--- config.mk ---
export PLATFORM = sky130hd
export DESIGN_NAME = acc_pointop
export DESIGN_NICKNAME = d
export VERILOG_FILES = /design/src/rtl/acc_pkg.sv /design/src/rtl/acc_lane_op.sv /design/src/rtl/acc_pointop.sv
export SDC_FILE = /design/constraint.sdc
export NUM_CORES = 1
export LEC_CHECK = 0
export ABC_AREA = 1
export BUFFER_PORTS_ARGS = -buffer_cell sky130_fd_sc_hd__buf_2
export CORE_ASPECT_RATIO = 0.5
export CORE_MARGIN = 2
export CORE_UTILIZATION = 55
export DETAILED_ROUTE_END_ITERATION = 8
export PLACE_DENSITY_LB_ADDON = 0.3
export SKIP_CTS_REPAIR_TIMING = 1
export SYNTH_ARGS = -nofsm -noshare
export SYNTH_HDL_FRONTEND = slang
export SYNTH_SLANG_ARGS = --single-unit
--- constraint.sdc ---
create_clock -name clk -period 3.33 [get_ports clk]
set_clock_uncertainty 0.2 [all_clocks]
set_input_delay 0.333 -clock clk [delete_from_list [all_inputs] [get_ports clk]]
set_output_delay 0.333 -clock clk [all_outputs]
set_load 0.1 [all_outputs]
--- src/rtl/acc_pkg.sv ---
// rtl/acc_pkg.sv - shared types and sizing helper for the point-operation accelerator
package acc_pkg;

  typedef enum logic [1:0] {IDLE, READ, WRITE, DONE} state_t;
  typedef enum logic [1:0] {MODE_INV, MODE_THR, MODE_COPY, MODE_BRIGHT} mode_t;

  typedef logic [31:0] word_t;
  typedef logic [15:0] halfword_t;

  function automatic int calc_nwords(int img_w, int img_h, int pix_w, int word_w);
    return (img_w * img_h * pix_w) / word_w;
  endfunction

endpackage

--- src/rtl/acc_lane_op.sv ---
// rtl/acc_lane_op.sv - combinational single-pixel operator (invert/threshold/copy/brighten)
module acc_lane_op #(
  parameter int PIX_W = 8
) (
  input  logic [PIX_W-1:0] p,
  input  logic [1:0]       mode,
  input  logic [PIX_W-1:0] thresh,
  output logic [PIX_W-1:0] q
);
  import acc_pkg::*;

  localparam logic [PIX_W-1:0] MAX = '1;

  logic [PIX_W:0] sum;

  always_comb begin
    // one extra bit so brighten saturates instead of wrapping
    sum = {1'b0, p} + {1'b0, thresh};
    q   = p;
    case (mode_t'(mode))
      MODE_INV:    q = MAX - p;
      MODE_THR:    q = (p >= thresh) ? MAX : '0;
      MODE_COPY:   q = p;
      MODE_BRIGHT: q = sum[PIX_W] ? MAX : sum[PIX_W-1:0];
      default:     q = p;
    endcase
  end

endmodule

--- src/rtl/acc_pointop.sv ---
// rtl/acc_pointop.sv - streams a packed image through a per-pixel op into a second region
// Optional cycle counter port enabled by ACC_CYCLE_COUNT_EN.
module acc_pointop #(
  parameter int IMG_W    = 352,
  parameter int IMG_H    = 288,
  parameter int PIX_W    = 8,
  parameter int WORD_W   = 32,
  parameter int ADDR_W   = 16,
  parameter int SRC_BASE = 0,
  parameter int DST_BASE = 25344
) (
  input  logic              clk,
  input  logic              reset,
  output logic [ADDR_W-1:0] addr,
  input  logic [WORD_W-1:0] dataR,
  output logic [WORD_W-1:0] dataW,
  output logic              en,
  output logic              we,
  input  logic              start,
  input  logic [1:0]        mode,
  input  logic [PIX_W-1:0]  thresh,
  output logic              busy,
  output logic              finish
`ifdef ACC_CYCLE_COUNT_EN
  ,
  output logic [31:0]       cycles
`endif
);
  import acc_pkg::*;

  localparam int NWORDS = calc_nwords(IMG_W, IMG_H, PIX_W, WORD_W);
  localparam int LANES  = WORD_W / PIX_W;
  localparam int IDX_W  = (NWORDS > 1) ? $clog2(NWORDS) : 1;

  if ((IMG_W * PIX_W) % WORD_W != 0 || WORD_W % PIX_W != 0) begin : g_chk_pack
    $error("acc_pointop: image row must pack into whole words");
  end
  if (longint'(SRC_BASE) + NWORDS > (longint'(1) << ADDR_W) ||
      longint'(DST_BASE) + NWORDS > (longint'(1) << ADDR_W)) begin : g_chk_addr
    $error("acc_pointop: image region exceeds address space");
  end

  state_t           state;
  logic [IDX_W-1:0] idx;
  logic [1:0]       mode_q;
  logic [PIX_W-1:0] thresh_q;
  logic [WORD_W-1:0] result;
  logic             last;

  assign last = (idx == IDX_W'(NWORDS - 1));

  always_ff @(posedge clk or negedge reset) begin
    if (!reset) begin
      state    <= IDLE;
      idx      <= '0;
      mode_q   <= '0;
      thresh_q <= '0;
    end else begin
      case (state)
        IDLE: if (start) begin
          mode_q   <= mode;
          thresh_q <= thresh;
          idx      <= '0;
          state    <= READ;
        end
        READ:  state <= WRITE;
        WRITE: if (last) state <= DONE;
               else begin
                 idx   <= idx + 1'b1;
                 state <= READ;
               end
        DONE:  if (!start) state <= IDLE;
        default: state <= IDLE;
      endcase
    end
  end

  for (genvar k = 0; k < LANES; k++) begin : g_lane
    acc_lane_op #(.PIX_W(PIX_W)) u_op (
      .p      (dataR[k*PIX_W +: PIX_W]),
      .mode   (mode_q),
      .thresh (thresh_q),
      .q      (result[k*PIX_W +: PIX_W])
    );
  end

  // outputs decode from state so an asynchronous reset silences them at once
  always_comb begin
    en     = 1'b0;
    we     = 1'b0;
    busy   = 1'b0;
    finish = 1'b0;
    addr   = '0;
    dataW  = '0;
    case (state)
      READ: begin
        en   = 1'b1;
        busy = 1'b1;
        addr = ADDR_W'(SRC_BASE) + ADDR_W'(idx);
      end
      WRITE: begin
        en    = 1'b1;
        we    = 1'b1;
        busy  = 1'b1;
        addr  = ADDR_W'(DST_BASE) + ADDR_W'(idx);
        dataW = result;
      end
      DONE:    finish = 1'b1;
      default: ;
    endcase
  end

`ifdef ACC_CYCLE_COUNT_EN
  always_ff @(posedge clk or negedge reset) begin
    if (!reset) begin
      cycles <= '0;
    end else if (state == IDLE && start) begin
      cycles <= '0;
    end else if ((state == READ || state == WRITE) && cycles != '1) begin
      cycles <= cycles + 1'b1;
    end
  end
`endif

endmodule
## Yosys cells after proc, flatten, opt, wreduce, memory -nomap -nowiden

Cells that the tools add are included.

| storage, ports and cells | value |
|---|---|
| input port bits | 45 |
| flip-flop bits (word level) | 27 |

| operators by class | value |
|---|---|
| add/subtract/negate cells | 10 |
| magnitude comparators | 4 |
| muxes and demuxes | 24 |
| reductions and logical operators | 7 |
| equal/unequal tests | 10 |

Operators by type and width:

| operator | count |
|---|---|
| $pmux W8 S4 | 4 |
| $mux W8 | 8 |
| $add A8 B8 Y9 | 4 |
| $ge A8 B8 Y1 | 4 |
| $mux W32 | 1 |
| $pmux W16 S2 | 1 |
| $sub A8 B8 Y8 const A | 4 |
| $mux W15 | 2 |
| $pmux W15 S2 | 1 |
| $add A15 B15 Y16 const A | 1 |
| $add A15 B1 Y15 const B | 1 |
| $eq A15 B15 Y1 const B | 1 |
| $eq A2 B2 Y1 const B | 4 |
| $pmux W2 S4 | 1 |
| $mux W2 | 3 |
| $ne A2 B2 Y1 const B | 3 |
| $eq A2 B1 Y1 const B | 2 |
| $logic_not A2 Y1 | 2 |
| $reduce_and A2 Y1 | 2 |
| $mux W1 | 3 |
| $reduce_and A3 Y1 | 1 |
| $reduce_bool A2 Y1 | 1 |
| $reduce_or A2 Y1 | 1 |

## Depth between registers and ports, before layout

| logic depth | value |
|---|---|
| depth after elaboration | 4 |
| mapped depth | 13 |
| gate-level depth less buffers | 13 |

## Hierarchy

From an unflattened synthesis, not the netlist that was laid out.

| second synthesis, totals | value |
|---|---|
| cells, all modules | 911 |
| area total of the unflattened synthesis | 5477.8 µm² |

By module, submodules not included:

| module | area each (µm²) | cells each | instances |
|---|---|---|---|
| acc_lane_op | 864.6 | 150 | 4 |
| acc_pointop | 2019.4 | 311 | 1 |

## Least setup slack after synthesis

Ideal clock, no wire load.

| path | value |
|---|---|
| kind | register -> output |
| from | register state[0] |
| to | output addr[8] |
| arrival time | 4.030 ns |
| data required time | 2.797 ns |
| buffers on the path | 2 |
| setup slack | -1.233 ns |
| cell stages (with the launch flop) | 7 |
| cell sequence | dfrtp_1 inv_1 ha_1 inv_2 buf_2 clkbuf_1 o21ai_0 |

| on the way | value |
|---|---|
| longest elaborated chain between the ends | 2 |

RTL lines:

| item | RTL line | text |
|---|---|---|
| start, declared | acc_pointop.sv:43 | `state_t state;` |
| start signal, assigned | acc_pointop.sv:54 | `state <= IDLE;` |
| start signal, assigned | acc_pointop.sv:64 | `state <= READ;` |
| start signal, assigned | acc_pointop.sv:66 | `READ: state <= WRITE;` |
| $eq A2 B2 Y1 / $eq A2 B1 Y1 (equally long branches) | acc_pointop.sv:95 | `case (state)` |
| $pmux W16 S2 * | acc_pointop.sv:95 |  |
| end, declared | acc_pointop.sv:14 | `output logic [ADDR_W-1:0] addr,` |

Mark *: on every way between the ends. The rest lies on a longest branch, timed or not.

## Worst setup path in the final report

| path | value |
|---|---|
| from | register thresh_q[0] |
| to | output dataW[11] |

| on the way | value |
|---|---|
| longest elaborated chain between the ends | 4 |

RTL lines:

| item | RTL line | text |
|---|---|---|
| start, declared | acc_pointop.sv:46 | `logic [PIX_W-1:0] thresh_q;` |
| start signal, assigned | acc_pointop.sv:62 | `thresh_q <= thresh;` |
| $add A8 B8 Y9 / $ge A8 B8 Y1 (equally long branches) | acc_lane_op.sv:18, acc_lane_op.sv:22 |  |
| $mux W8, on equally long branches | acc_lane_op.sv:24, acc_lane_op.sv:22 |  |
| $pmux W8 S4 * | acc_lane_op.sv:20 | `case (mode_t'(mode))` |
| $mux W32 * | acc_pointop.sv:95 |  |
| end, declared | acc_pointop.sv:16 | `output logic [WORD_W-1:0] dataW,` |

Marked as above.

==> impl_metrics.xml <==
<?xml version="1.0" encoding="UTF-8"?>
<metrics>
  <group name="clock_tree">
    <metric name="clk_transition_reported_paths" unit="ns">0.07</metric>
    <metric name="ctsHtreeMaxLevel" unit="">1</metric>
    <metric name="tritoncts" unit="">done</metric>
    <metric name="cts_sinks" unit="">27</metric>
    <metric name="clock_latency" unit="ns">0.26</metric>
    <metric name="cell_at_the_root_of_the_clock_tree" unit="">clkbuf_16</metric>
    <metric name="numCtsBuffers" unit="">3</metric>
    <metric name="ctsLongestPathBuffers" unit="">2</metric>
  </group>
  <group name="sta">
    <metric name="slew_headroom" unit="">0.500</metric>
    <metric name="hold_viol_final" unit="">0</metric>
    <metric name="finalHoldWorstSlack" unit="ns">0.105</metric>
    <metric name="timing_limited_maximum_frequency" unit="MHz">320</metric>
    <metric name="rsz0062_at_grt" unit="">no</metric>
    <metric name="timing.final.max_slew_violations" unit="">0</metric>
    <metric name="worst_pin_slew" unit="ns">0.750</metric>
    <metric name="post-route-period-util" unit="">0.940</metric>
    <metric name="crit_path_time_final" unit="ns">3.13</metric>
    <metric name="setup_viol_count_final" unit="">0</metric>
  </group>
  <group name="detailed_routing">
    <metric name="detail_route.iter0.violations" unit="">292</metric>
    <metric name="wl" unit="um">13500</metric>
    <metric name="dr.pass1.iters" unit="">5</metric>
    <metric name="drt-wirelength-per-cell" unit="um">13.1</metric>
    <metric name="drtAntennaViolNets" unit="">0</metric>
    <metric name="routed_via_density" unit="">5.29</metric>
    <metric name="remaining_drc_errors" unit="">0</metric>
    <metric name="vias" unit="">5465</metric>
  </group>
  <group name="logic_synthesis">
    <metric name="synth_edf_count" unit="">0</metric>
    <metric name="synth_cells" unit="">826</metric>
    <metric name="synth_fa_ha_area_frac" unit="">0.199</metric>
    <metric name="async_reset_ff_frac" unit="">1.00</metric>
    <metric name="synth_top_cells_by_area" unit="">ha_1 18%, nand2_1 15%, dfrtp_1 14%</metric>
    <metric name="post_synth_and_or_nand_nor_area_fraction" unit="">0.347</metric>
    <metric name="yosys_warnings" unit="">0</metric>
    <metric name="dominant_combinational_cell_family_by_area_after_synthesis" unit="">simple AND/OR/NAND/NOR gates</metric>
    <metric name="synth_top_cell_area_share" unit="">0.183</metric>
    <metric name="yosysSeqAreaShare" unit="">0.135</metric>
    <metric name="synth_fp_nets" unit="">948</metric>
    <metric name="syn-mean-instance-area" unit="sq um">6.04</metric>
    <metric name="synth_top_flop_cell" unit="">dfrtp_1</metric>
    <metric name="synth.area.mux_share" unit="">0.00226</metric>
    <metric name="yosysTopAreaCell" unit="">ha_1</metric>
    <metric name="postSynthRegisterBits" unit="">27</metric>
    <metric name="synthesis.area" unit="sq um">4990</metric>
    <metric name="number_of_distinct_library_cells_after_synthesis" unit="">36</metric>
    <metric name="synth_xor_area_frac" unit="">0.0299</metric>
    <metric name="compound_gate_fraction_of_synth_area" unit="">0.166</metric>
  </group>
  <group name="run">
    <metric name="max_cap_violations" unit="">0</metric>
  </group>
  <group name="setup_path">
    <metric name="launch_point_of_the_worst_path" unit="">thresh_q[0]</metric>
    <metric name="timing_worst_setup_path_type" unit="">reg -&gt; out</metric>
    <metric name="r2r-start" unit="">state[0]</metric>
    <metric name="timing.critical_path.arrival" unit="ns">2.60</metric>
    <metric name="critPathRequiredTime" unit="ns">2.80</metric>
    <metric name="depth_of_the_worst_register_to_register_path" unit="">9</metric>
    <metric name="worst_path_fanout_max" unit="">9</metric>
    <metric name="reg2reg_setup_slack" unit="ns">0.75</metric>
    <metric name="launching_element_type_of_the_critical_path" unit="">register</metric>
    <metric name="critical_path.reg2reg.endpoint" unit="">idx[7]</metric>
    <metric name="endpoint_kind" unit="">primary output</metric>
  </group>
  <group name="global_routing">
    <metric name="largest_net_degree_at_the_start_of_global_routing" unit="">41</metric>
    <metric name="first_global_vias" unit="">5041</metric>
    <metric name="first_pass_grt_wire_length" unit="um">22900</metric>
    <metric name="grt_antenna_before_repair" unit="">2</metric>
    <metric name="global_route.usage.total" unit="">0.274</metric>
    <metric name="grt_overflow_total" unit="">0</metric>
  </group>
  <group name="run_status">
    <metric name="outcome" unit="">finished clean</metric>
  </group>
  <group name="placed_design">
    <metric name="port-buffer-count" unit="">96</metric>
    <metric name="gp_congestion" unit="">0.933</metric>
    <metric name="hpwlAfterDp" unit="um">10800</metric>
    <metric name="placed_cells_incl_taps" unit="">1028</metric>
    <metric name="detailed_place.area" unit="sq um">5680</metric>
  </group>
  <group name="cells_and_area">
    <metric name="syn_to_final_growth" unit="%">15.9</metric>
    <metric name="most-common-layout-cells" unit="">199 x nand2_1, 116 x inv_1, 93 x buf_2, 82 x nand3_1, 73 x ha_1</metric>
    <metric name="antenna-diode-count" unit="">0</metric>
    <metric name="mostFrequentLayoutCell" unit="">nand2_1</metric>
    <metric name="layout-drive-gt1-share" unit="">0.178</metric>
    <metric name="final_cells" unit="">1033</metric>
    <metric name="fill_cells" unit="">847</metric>
    <metric name="net_count_of_the_finished_layout" unit="">1039</metric>
    <metric name="final_design_area_no_fill" unit="sq um">5780</metric>
  </group>
  <group name="floorplan">
    <metric name="floorplan.die.width" unit="um">139</metric>
    <metric name="dieArea" unit="sq um">9890</metric>
    <metric name="starting_density_of_the_core" unit="">0.569</metric>
    <metric name="fp.coreArea" unit="sq um">8770</metric>
    <metric name="die_height" unit="um">71.3</metric>
    <metric name="num_io_pins" unit="">97</metric>
    <metric name="placementRows" unit="">24</metric>
  </group>
  <group name="min_path">
    <metric name="worstHoldEndpoint" unit="">thresh_q[0]</metric>
    <metric name="worst_hold_path_type" unit="">in -&gt; reg</metric>
    <metric name="worst_hold_path.num_cells" unit="">2</metric>
    <metric name="hold_path_startpoint" unit="">thresh[0]</metric>
  </group>
</metrics>
-- logic make-up after synthesis --
| logic type | Yosys count |
|---|---|
| mux | 1 |
| buf+inv | 155 |
| compound gates | 152 |
| simple gates | 397 |
| fa+ha+maj | 77 |
| xor+xnor | 17 |
| flops | 27 |
-- critical path, stage by stage (launching register included) --
cell	delay, ns
dfrtp_2	0.50
ha_1	0.24
fa_1	0.41
nand2_1	0.10
nand2_1	0.07
nand2_1	0.09
nor2_1	0.06
nor2_2	0.17
inv_2	0.08
o21ai_1	0.13
nand3_1	0.09
nand2_1	0.07
inv_1	0.04
clkbuf_4	0.27
-- worst max path at each step --
| stage | end | cells after the start |
|---|---|---|
| 2_1_floorplan | addr[8] | 6 |
| 3_3_place_gp | dataW[28] | 13 |
| 3_5_place_dp | dataW[4] | 13 |
| 4_1_cts | dataW[1] | 13 |
| 5_1_grt | dataW[10] | 13 |
| 6_report | dataW[11] | 13 |
-- registers in the layout, summed over array words and instances, names as in the netlist --
register / count
state: 2
idx: 15
mode_q: 2
thresh_q: 8
-- metal layers --
metal  vias to the layer above  track usage  wire [um]  share of wire
met5                         -            0          7        0.00052
li1                       2855            -          -              -
met2                       158        0.505       6120           0.45
met4                         2       0.0292        106         0.0079
met1                      2436        0.359       6240           0.46
met3                        14       0.0394       1010          0.075
-- area by class of cell --
cell class / instances / area, sq um / area share
Clock inverter: 1 / 7.51 / 0.00130
Timing Repair Buffer: 110 / 633 / 0.109
Inverter: 131 / 492 / 0.0850
Sequential cell: 27 / 677 / 0.117
Clock buffer: 3 / 75.1 / 0.0130
Multi-Input combinational cell: 644 / 3750 / 0.649
Tap cell: 117 / 146 / 0.0253
-- through the flow --
step                setup slack, ns  TNS (ns)   util
detailed placement            0.409         0  0.647
floorplan                    -0.476     -3.11      -
CTS                           0.115         0  0.657
finish                        0.200         0  0.659
global placement              0.423         0  0.647
global route                0.00467         0  0.659
-- synth_stat cells, types with 13 or more instances --
master      n
a21oi_1    63
clkbuf_1   16
dfrtp_1    27
ha_1       73
inv_1     116
inv_2      15
nand2_1   199
nand3_1    82
nor2_1     74
nor3_1     13
o21ai_0    43
o21ai_1    20
xor2_1     17
Power is not shown: default switching activity piles up to over one toggle a cycle in this logic, so the estimate is an artifact.
